[config.mk]
export PLATFORM = sky130hd
export DESIGN_NAME = unpack
export DESIGN_NICKNAME = d
export VERILOG_FILES = /design/src/rtl/unpack_pkg.sv /design/src/rtl/unpack_cnt.sv /design/src/rtl/unpack.sv
export SDC_FILE = /design/constraint.sdc
export NUM_CORES = 1
export LEC_CHECK = 0
export BUFFER_PORTS_ARGS = -buffer_cell sky130_fd_sc_hd__buf_2
export CAP_MARGIN = 20
export CELL_PAD_IN_SITES_DETAIL_PLACEMENT = 1
export CELL_PAD_IN_SITES_GLOBAL_PLACEMENT = 1
export CORE_UTILIZATION = 30
export DETAILED_ROUTE_END_ITERATION = 10
export GPL_ROUTABILITY_DRIVEN = 1
export GPL_TIMING_DRIVEN = 0
export PLACE_DENSITY = 0.59
export SLEW_MARGIN = 15
export SYNTH_ARGS = -nofsm -noshare
export SYNTH_HDL_FRONTEND = slang
export SYNTH_HIERARCHICAL = 1
export SYNTH_SLANG_ARGS = --single-unit
[constraint.sdc]
create_clock -name clk -period 1.9 [get_ports clk]
set_clock_uncertainty 0.05 [all_clocks]
set_input_delay 0.285 -clock clk [delete_from_list [all_inputs] [get_ports clk]]
set_output_delay 0.285 -clock clk [all_outputs]
set_load 0.05 [all_outputs]
[src/rtl/unpack_pkg.sv]
// Shared types and sizing helpers for the pack/unpack datapath blocks.
package unpack_pkg;

    localparam int unsigned W = 8;
    localparam int unsigned D = 4;

    // Counter width for an index range of d entries, never narrower than one bit.
    function automatic int unsigned cnt_width(input int unsigned d);
        return ($clog2(d) > 0) ? $clog2(d) : 1;
    endfunction

    localparam int unsigned CW = cnt_width(D);

    typedef logic [W-1:0] word_t;

endpackage

[src/rtl/unpack_cnt.sv]
// Modulo-D word index: clr wins over inc, last flags the final word.
module unpack_cnt
    import unpack_pkg::*;
#(
    parameter int unsigned D  = 4,
    parameter int unsigned CW = cnt_width(D)
) (
    input  logic          clk,
    input  logic          rst,
    input  logic          inc,
    input  logic          clr,
    output logic [CW-1:0] cnt,
    output logic          last
);

    always_comb begin
        last = (cnt == CW'(D - 1));
    end

    // With D==1 last is always set, so the index stays pinned at zero.
    always_ff @(posedge clk or negedge rst) begin
        if (!rst) begin
            cnt <= '0;
        end else if (clr) begin
            cnt <= '0;
        end else if (inc) begin
            cnt <= last ? '0 : cnt + CW'(1);
        end
    end

endmodule

[src/rtl/unpack.sv]
// Vector-to-word serializer: one D-word vector in, D words out, word 0 first.
// Define UNPACK_OVERLAP_EN to accept the next vector alongside the last word.
module unpack
    import unpack_pkg::*;
#(
    parameter int unsigned W = unpack_pkg::W,
    parameter int unsigned D = unpack_pkg::D
) (
    input  logic                  clk,
    input  logic                  rst,
    input  logic [D-1:0][W-1:0]   s_data,
    input  logic                  s_valid,
    output logic                  s_ready,
    output logic [W-1:0]          m_data,
    output logic                  m_valid,
    input  logic                  m_ready
);

    localparam int unsigned CW = cnt_width(D);

    logic [D-1:0][W-1:0] vec_q;
    logic [D-1:0][W-1:0] vec_d;
    logic                full_q;
    logic                full_d;
    logic [CW-1:0]       cnt;
    logic                last;
    logic                s_fire;
    logic                m_fire;

    unpack_cnt #(
        .D  (D),
        .CW (CW)
    ) u_cnt (
        .clk  (clk),
        .rst  (rst),
        .inc  (m_fire),
        .clr  (s_fire),
        .cnt  (cnt),
        .last (last)
    );

    // Handshake decode and next-state; a load takes priority over draining.
    always_comb begin
        m_valid = full_q;
        m_data  = vec_q[cnt];
`ifdef UNPACK_OVERLAP_EN
        s_ready = !full_q || (last && m_ready);
`else
        s_ready = !full_q;
`endif
        s_fire  = s_valid && s_ready;
        m_fire  = full_q && m_ready;
        full_d  = full_q;
        vec_d   = vec_q;
        if (s_fire) begin
            full_d = 1'b1;
            vec_d  = s_data;
        end else if (m_fire && last) begin
            full_d = 1'b0;
        end
    end

    always_ff @(posedge clk or negedge rst) begin
        if (!rst) begin
            full_q <= 1'b0;
            vec_q  <= '0;
        end else begin
            full_q <= full_d;
            vec_q  <= vec_d;
        end
    end

endmodule

# Word level (Yosys, flattened, before mapping)
# Cells that the tools add are included.
# op_classes
n_addsub,1
magnitude_cmp,1
n_eq_ne,1
mux,7
n_reduce_logical,6
# ops
cell,count
binary-select mux 8 bit (select 2 bit),1
2-to-1 mux 8 bit,1
2-to-1 mux 2 bit,3
nonzero test 2 bit,2
logical AND 1 bit,3
less-than comparator 2 x 3 -> 1 bit (second input constant),1
adder 2 x 1 -> 2 bit (second input constant),1
== test 2 bit (second input constant),1
2-to-1 mux 1 bit,2
logical NOT 1 bit,1
# totals
register_bits,35
in_bits,36
out_inout_bits,10

# Longest topological paths before layout
# Gate-level depths: netlist of the first run.
# logic_depth
depth_word,4
mapped_depth,4

# Hierarchy
# The synthesis of the first run kept the hierarchy.
# modules_own_cells
module,n_inst,cells_each,area_per_inst_um2,seq_area_each_um2
unpack,1,84,1582.8,825.8
unpack_cnt,1,8,100.1,50.0

# Worst setup path before layout of the first run
# No wires, ideal clock.
# synth_timing
path_type,flip-flop to output port
from,register u_cnt.cnt[0]
to,output m_data[0]
t_arrival_ps,1296
required_time_ps,1565
path_slack_ps,269
path_stages_with_launch,3
path_buffers,1
path_cell_list,dfrtp_1 buf_2 mux4_2
# synth_via
elab_chain_len,2
# synth_rtl
item,line_no,source
"start, declared",unpack_cnt.sv:12,"output logic [CW-1:0] cnt,"
"start signal, assigned",unpack_cnt.sv:27,cnt <= last ? '0 : cnt + CW'(1);
binary-select mux 8 bit (select 2 bit),unpack.sv:45,m_data = vec_q[cnt];
2-to-1 mux 8 bit (implied by the code),unpack.sv:45,
"end, declared",unpack.sv:14,"output logic [W-1:0] m_data,"
# Every way passes these cells. The select of a mux whose other input is x is not followed.

# Worst setup path after layout of the first run
# layout_timing
from,register u_cnt.cnt[0]
to,output m_data[5]
# The elaborated chain is that of the path after synthesis.

==> out/metrics.csv, run 1 <==
stage,metric,value,unit
power_and_ir_drop,power.switching,1650,uW
power_and_ir_drop,power_frac_seq,0.314,
routing,ant_nets,0,
synthesis,synth_edf_count,0,
power_and_ir_drop,p_sw_frac,0.386,
critical_path,crit_type,flip-flop to output port,
floorplan,die_h,76.9,um
routing,drt_first_pass_iters,4,
cells_and_area,n_fill_cell,533,
status,status,"complete, no violations",
routing,dr_total_vias,948,
clock_network,cts_root_buf,clkbuf_8,
floorplan,start_util,0.321,
clock_network,clkLatencyLatePin,0.29,ns
synthesis,ys_ff_latch,35,
grt,grt_pass1_wl,5.86,mm
job,cap_violations,0,
sta,slew_headroom,0.467,
placement,dpl.cell_count,207,
critical_path,startpoint,u_cnt/cnt[0],
critical_path,worstSetupEndpoint,m_data[5],
grt,globalRouteOverflowTotal,0,
critical_path,reg2reg_to,u_cnt/cnt[0],
cells_and_area,final_nets,182,
clock_network,cts_buffer_depth,2,
synthesis,synth_top_area_share,0.520,
critical_path,critPathBufInv,2,
critical_path,crit_required,1.56,ns
critical_path,cp.depth,3,
synthesis,yosysUniqueCellTypes,18,
floorplan,core_area,5240,sq um
cells_and_area,seq_area,876,sq um
sta,rsz0062_at_grt,true,
placement,io_buffers,45,
grt,antenna_found_initial,0,
critical_path,crit_slowest_cell,mux4_2,
synthesis,synthArstFlopShare,1.00,
clock_network,clock_sinks,35,
floorplan,row_count,26,
sta,period_share,0.996,
clock_network,cts_inserted_buffers,5,
sta,finalSetupViolCount,0,
synthesis,syn_avg_cell_area,18.3,sq um
routing,drc,0,
synthesis,synth_top_area_cell,dfrtp_1,
critical_path,r2r_slack,0.48,ns
synthesis,yosysWarnings,6,
cells_and_area,fin_area,2150,sq um
routing,via_per_inst,4.39,
clock_network,clk_pin_slew,0.07,ns
critical_path,crit_fanout,8,
synthesis,syn-cell-area,1680,sq um
hold_path,hold_path.class,input port to asynchronous set/reset pin,
placement,place_congestion,0.690,
synthesis,syn_inst,92,
grt,grt_max_degree,36,
power_and_ir_drop,internal_power,2620,uW
routing,wire_per_inst,16.3,um
critical_path,worst_path_dominant_cell_family,multiplexers,
critical_path,cp-start-kind,flip-flop,
sta,tns,0,ns
synthesis,syn-num-nets,129,
clock_network,ctsHoldBuffers,0,
cells_and_area,instances_no_fill,216,
placement,place_area,2000,sq um
grt,grt_pass1_vias,1124,
critical_path,worstPathArrival,1.56,ns
routing,drt_wl_total,3.51,mm
synthesis,synthFlopType,dfrtp_1,
sta,fmax,528,MHz
floorplan,dieArea,5910,sq um
cells_and_area,drive_gt1_frac,0.685,
floorplan,die_w,76.9,um
synthesis,seq_area_frac_synth,0.520,
clock_network,cts_tree,yes,
clock_network,cts_max_level,2,
power_and_ir_drop,clockPowerShare,0.121,
critical_path,crit_path_max_incr_delay,0.53,ns
sta,finalHoldViolCount,0,
power_and_ir_drop,p_comb_frac,0.564,
sta,holdWs,0.0304,ns
critical_path,end_kind,output port,
cells_and_area,multiInputGateArea,723,sq um
power_and_ir_drop,leakagePower,0.00100,uW
grt,grt_usage,0.133,
critical_path,ff2ff_path_depth,4,
synthesis,netlist_top_cells_area,"dfrtp_1 52%, mux2_4 26%, mux4_2 11%, buf_12 3.6%, mux2_2 2.0%",
sta,post-route-min-period,1.89,ns
power_and_ir_drop,powerDensity,1990,nW/um^2
sta,drv_slew,0,
sta,worst_slew_pin_slew,0.800,ns
power_and_ir_drop,max-vdd-ir-drop,0.872,mV
routing,drtIter0Drc,71,
placement,hpwlAfterDp,2.45,mm
critical_path,crit_chain,"buf_8, mux4_2, buf_6",
floorplan,io_pins,46,
cells_and_area,diodes,0,
critical_path,rr_startpoint,u_cnt/cnt[0],
cells_and_area,area_delta_synth_final,27.5,%
-- worst min path at each step --
stage | from | endpoint | slack (ns)
global placement | rst | vec_q[20] | 0.35
detailed placement | rst | vec_q[20] | 0.36
finish | rst | vec_q[20] | 0.03
floorplan | rst | m_valid | -0.06
CTS | rst | vec_q[20] | 0.05
global route | rst | vec_q[20] | 0.10
-- layout by cell type (no fill, tap or decap) --
cell type,netlist,routed
mux2i_1,1,1
nor2b_2,1,1
buf_12,3,3
mux4_2,8,8
or3b_1,1,1
and2_1,1,1
a21oi_1,1,1
buf_4,0,1
nor2_1,2,2
nand2b_1,1,1
clkbuf_2,0,1
clkbuf_8,0,5
buf_8,0,1
clkbuf_1,1,2
mux2_2,3,3
dfrtp_1,35,35
buf_2,1,37
buf_6,1,9
clkinv_2,0,1
ha_1,1,1
a21oi_2,1,1
mux2_4,29,29
inv_1,1,1
-- layer usage --
layer  share of wire  vias to the layer above  global-route usage
met4          0.0043                        0              0.0462
met3           0.065                        2              0.0524
met2            0.47                       31               0.209
li1                -                      439                   -
met1            0.46                      476               0.165
met5               0                        -                   0
-- per-stage QoR --
stage / setup slack, ns / utilization / power, uW
after global routing: -0.0376 / 0.410 / 4500
final: 0.00767 / 0.410 / 4280
after floorplan: 0.269 / - / 3060
after CTS: -0.00504 / 0.409 / 4310
after detailed placement: 0.0882 / 0.381 / 3490
after global placement: 0.0847 / 0.381 / 3430
-- logic make-up after synthesis --
kind of cell	synth area share
multiplexers	0.392
flip-flops	0.520
buffers and inverters	0.0498
AND/OR/NAND/NOR	0.0223
AO/OA/AOI/OAI	0.00818
adder cells (fa/ha/maj)	0.00743
-- cell usage after synthesis (2+ instances only) --
cell type / number
dfrtp_1: 35
mux2_4: 29
mux4_2: 8
buf_12: 3
mux2_2: 3
nor2_1: 2
-- final cells by class --
cell class / instances / area share
clock inverter: 1 / 0.00233
inverter: 1 / 0.00175
sequential: 35 / 0.408
buffer: 6 / 0.0426
clock buffer: 7 / 0.0356
timing repair buffer: 46 / 0.132
multi-input combinational: 50 / 0.337
tap: 70 / 0.0408
-- registers in the layout (all words and copies together) (netlist names) --
name and cells:
m_valid 1, vec_q 32, u_cnt/cnt 2
-- power by group through the flow --
stage                     clock, uW  sequential [uW]  combinational [uW]
final                           519             1340                2410
after global routing            573             1390                2540
after CTS                       534             1340                2430
after detailed placement          0             1350                2140
after global placement            0             1320                2110
after floorplan                   0             1300                1760
-- timing repair --
action	4_1_cts	5_1_grt
resized for setup	19	1
setup endpoints to repair	8	8
hold endpoints to repair	0	0
setup buffers	1	0
(Power assumes the default switching activity.)
==> run 2, diff against run 1 <==
Settings changed: ABC_AREA set to 1, PLACE_DENSITY 0.59 to 0.66.
==> out/metrics.csv, run 2 <==
stage,metric,value,unit,change
critical_path,cp-start-kind,flip-flop,,
placement,dp_slack,0.251,ns,+0.162 ns
sta,holdWs,0.0483,ns,+0.0179 ns
power_and_ir_drop,p_comb_frac,0.549,,-0.015
synthesis,synthFlopType,dfrtp_1,,
cells_and_area,largest_register_ffs,32,,unchanged
sta,worst_slew_pin_slew,0.833,ns,+0.0329 ns
synthesis,yosysUniqueCellTypes,15,,-3
cells_and_area,fin_area,2240,sq um,+4.5%
synthesis,synth_top_area_share,0.487,,-0.0333
critical_path,crit_fanout,10,,+2
routing,drt_wl_total,4.52,mm,+29%
power_and_ir_drop,p_total,4060,uW,-5.0%
floorplan,core_area,5640,sq um,+7.7%
routing,wl_met2,2.07,mm,+25%
cells_and_area,layout_common_cells,"132 x nand2_1, 38 x buf_2, 35 x inv_1, 35 x dfrtp_1, 19 x nand3_1",,
power_and_ir_drop,clockPowerShare,0.137,,+0.016
routing,ant_nets,0,,unchanged
floorplan,start_util,0.319,,-0.00261
synthesis,synth_top_family_by_area,simple AND/OR/NAND/NOR gates,,
synthesis,synth_compound_area_frac,0.00278,,-0.00539
sta,period_share,0.955,,-0.0411
floorplan,io_pins,46,,unchanged
power_and_ir_drop,max-vdd-ir-drop,0.731,mV,-16%
critical_path,end_kind,output port,,
sta,post-route-min-period,1.81,ns,-0.0780 ns
grt,grt_pass1_wl,7.65,mm,+31%
sta,fmax,551,MHz,+4.3%
routing,wl_met1,2.24,mm,+39%
synthesis,synth_simple_gate_area_frac,0.372,,+0.349
power_and_ir_drop,powerDensity,1810,nW/um^2,-9.1%
synthesis,syn_avg_cell_area,7.22,sq um,-61%
power_and_ir_drop,power_frac_seq,0.313,,about the same
synthesis,yosysWarnings,6,,unchanged
clock_network,clk_pin_slew,0.07,ns,about the same
routing,wl_met3,154,um,-32%
critical_path,crit_required,1.56,ns,about the same
cells_and_area,drive_gt1_frac,0.258,,-0.427
synthesis,seq_area_frac_synth,0.487,,-0.0333
synthesis,synth_fa_ha_area_frac,0.00696,,-0.000476
routing,drtIter0Drc,57,,-20%
synthesis,synthArstFlopShare,1.00,,unchanged
cells_and_area,diodes,0,,unchanged
status,status,"complete, no violations",,
routing,highest_layer,met4,,
grt,antenna_found_initial,0,,unchanged
grt,grt_pass1_vias,1660,,+48%
synthesis,syn_inst,249,,+170%
clock_network,cts_tree,yes,,
job,cap_violations,0,,unchanged
cells_and_area,regMostFlops,vec_q,,
grt,globalRouteOverflowTotal,0,,unchanged
power_and_ir_drop,power.switching,1950,uW,+18%
floorplan,die_h,79.4,um,+3.3%
clock_network,clkLatencyLatePin,0.28,ns,about the same
floorplan,dieArea,6310,sq um,+6.7%
cells_and_area,area_delta_synth_final,24.7,%,
synthesis,synth-xor-area-share,0,,unchanged
placement,place_congestion,0.684,,-1.0%
sta,rsz0062_at_grt,false,,
cells_and_area,final_common_cell,nand2_1,,
clock_network,cts_inserted_buffers,5,,unchanged
routing,dr_total_vias,1603,,+69%
power_and_ir_drop,internal_power,2110,uW,-20%
floorplan,die_w,79.4,um,+3.3%
synthesis,yosysMostFrequentCell,nand2_1,,
synthesis,synth_top_area_cell,dfrtp_1,,
sta,drv_slew,0,,unchanged
synthesis,syn-cell-area,1800,sq um,+6.8%
critical_path,worstPathArrival,1.48,ns,-0.08 ns
routing,via_per_inst,4.29,,-2.3%
synthesis,synth_common_cells,"132 x nand2_1, 36 x inv_1, 35 x dfrtp_1",,
cells_and_area,final_nets,339,,+86%
routing,drc,0,,unchanged
clock_network,cts_buffer_depth,2,,unchanged
power_and_ir_drop,leakagePower,0.00134,uW,+34%
placement,hpwlAfterDp,3.23,mm,+32%
routing,wire_per_inst,12.1,um,-26%
grt,grt_usage,0.159,,+0.0264
sta,slew_headroom,0.445,,-0.0219
sta,fin_ws,0.0857,ns,+0.0780 ns
synthesis,synthMuxAreaShare,0,,-0.392
clock_network,clock_sinks,35,,unchanged
routing,drt_first_pass_iters,4,,unchanged
sta,finalHoldViolCount,0,,unchanged
sta,tns,0,ns,unchanged
placement,io_buffers,45,,unchanged
placement,place_area,2110,sq um,+5.9%
synthesis,syn-num-nets,286,,+120%
clock_network,cts_max_level,2,,unchanged
synthesis,synth_edf_count,0,,unchanged
grt,grt_max_degree,36,,unchanged
power_and_ir_drop,p_sw_frac,0.481,,+0.0945
sta,finalSetupViolCount,0,,unchanged
synthesis,netlist_top_cells_area,"dfrtp_1 49%, nand2_1 28%, inv_1 7.5%, nand3_1 5.3%, nand2_2 3.1%",,
synthesis,ys_ff_latch,35,,unchanged
hold_path,hold_path.class,input port to asynchronous set/reset pin,,
floorplan,row_count,27,,+3.8%
critical_path,crit_type,flip-flop to output port,,
clock_network,cts_root_buf,clkbuf_8,,
run 2: critical path, cell delays in order (launching register included):
cell	delay, ns
dfrtp_1	0.42
buf_6	0.16
buf_4	0.17
nand2_1	0.07
nand3_1	0.07
nand2_1	0.06
buf_2	0.25
run 2: layout make-up:
| class | instances | area [sq um] |
|---|---|---|
| Fill cell | 728 | 3400 |
| Sequential cell | 35 | 876 |
| Multi-Input combinational cell | 165 | 686 |
| Timing Repair Buffer | 47 | 265 |
| Inverter | 39 | 155 |
| Tap cell | 72 | 90.1 |
| Clock buffer | 6 | 82.6 |
| Buffer | 9 | 82.6 |
| Clock inverter | 1 | 5.00 |
run 2: per-layer routing:
metal  up-vias  global-route usage
met1       735               0.216
met3         5              0.0343
met2        35               0.253
li1        828                   -
met5         -                   0
met4         0              0.0491
run 2: power by group through the flow:
stage	Sequential (uW)	Combinational (uW)	Clock, uW
finish	1270	2230	557
global route	1320	2480	605
CTS	1280	2230	579
detailed placement	1280	2110	0
global placement	1270	2070	0
floorplan	1250	1590	0
run 2: final timing paths:
kind	start	endpoint	slack [ns]	depth (start not counted)
setup / recovery	u_cnt/cnt[0]	m_data[7]	0.09	6
max in group asynchronous	rst	vec_q[28]	1.24	1
setup reg to reg	u_cnt/cnt[0]	u_cnt/cnt[1]	0.64	5
hold / removal	rst	vec_q[8]	0.05	1
hold reg to reg	vec_q[20]	vec_q[20]	0.43	2
min in group clk	s_data[30]	vec_q[30]	0.14	3
run 2: cell families after synthesis:
group | after synthesis
compound gates | 1
fa+ha+maj | 1
buf+inv | 49
simple gates | 163
flops | 35
run 2: repair_timing:
action	CTS	global route
hold buffers	0	0
resized for setup	10	3
buffers inserted	0	2
setup endpoints to repair	8	8
run 2: metrics by stage:
stage               utilization  std cells
floorplan                     -        249
global placement          0.375        366
detailed placement        0.375        366
CTS                       0.395        373
global route              0.397        374
finish                    0.397        374
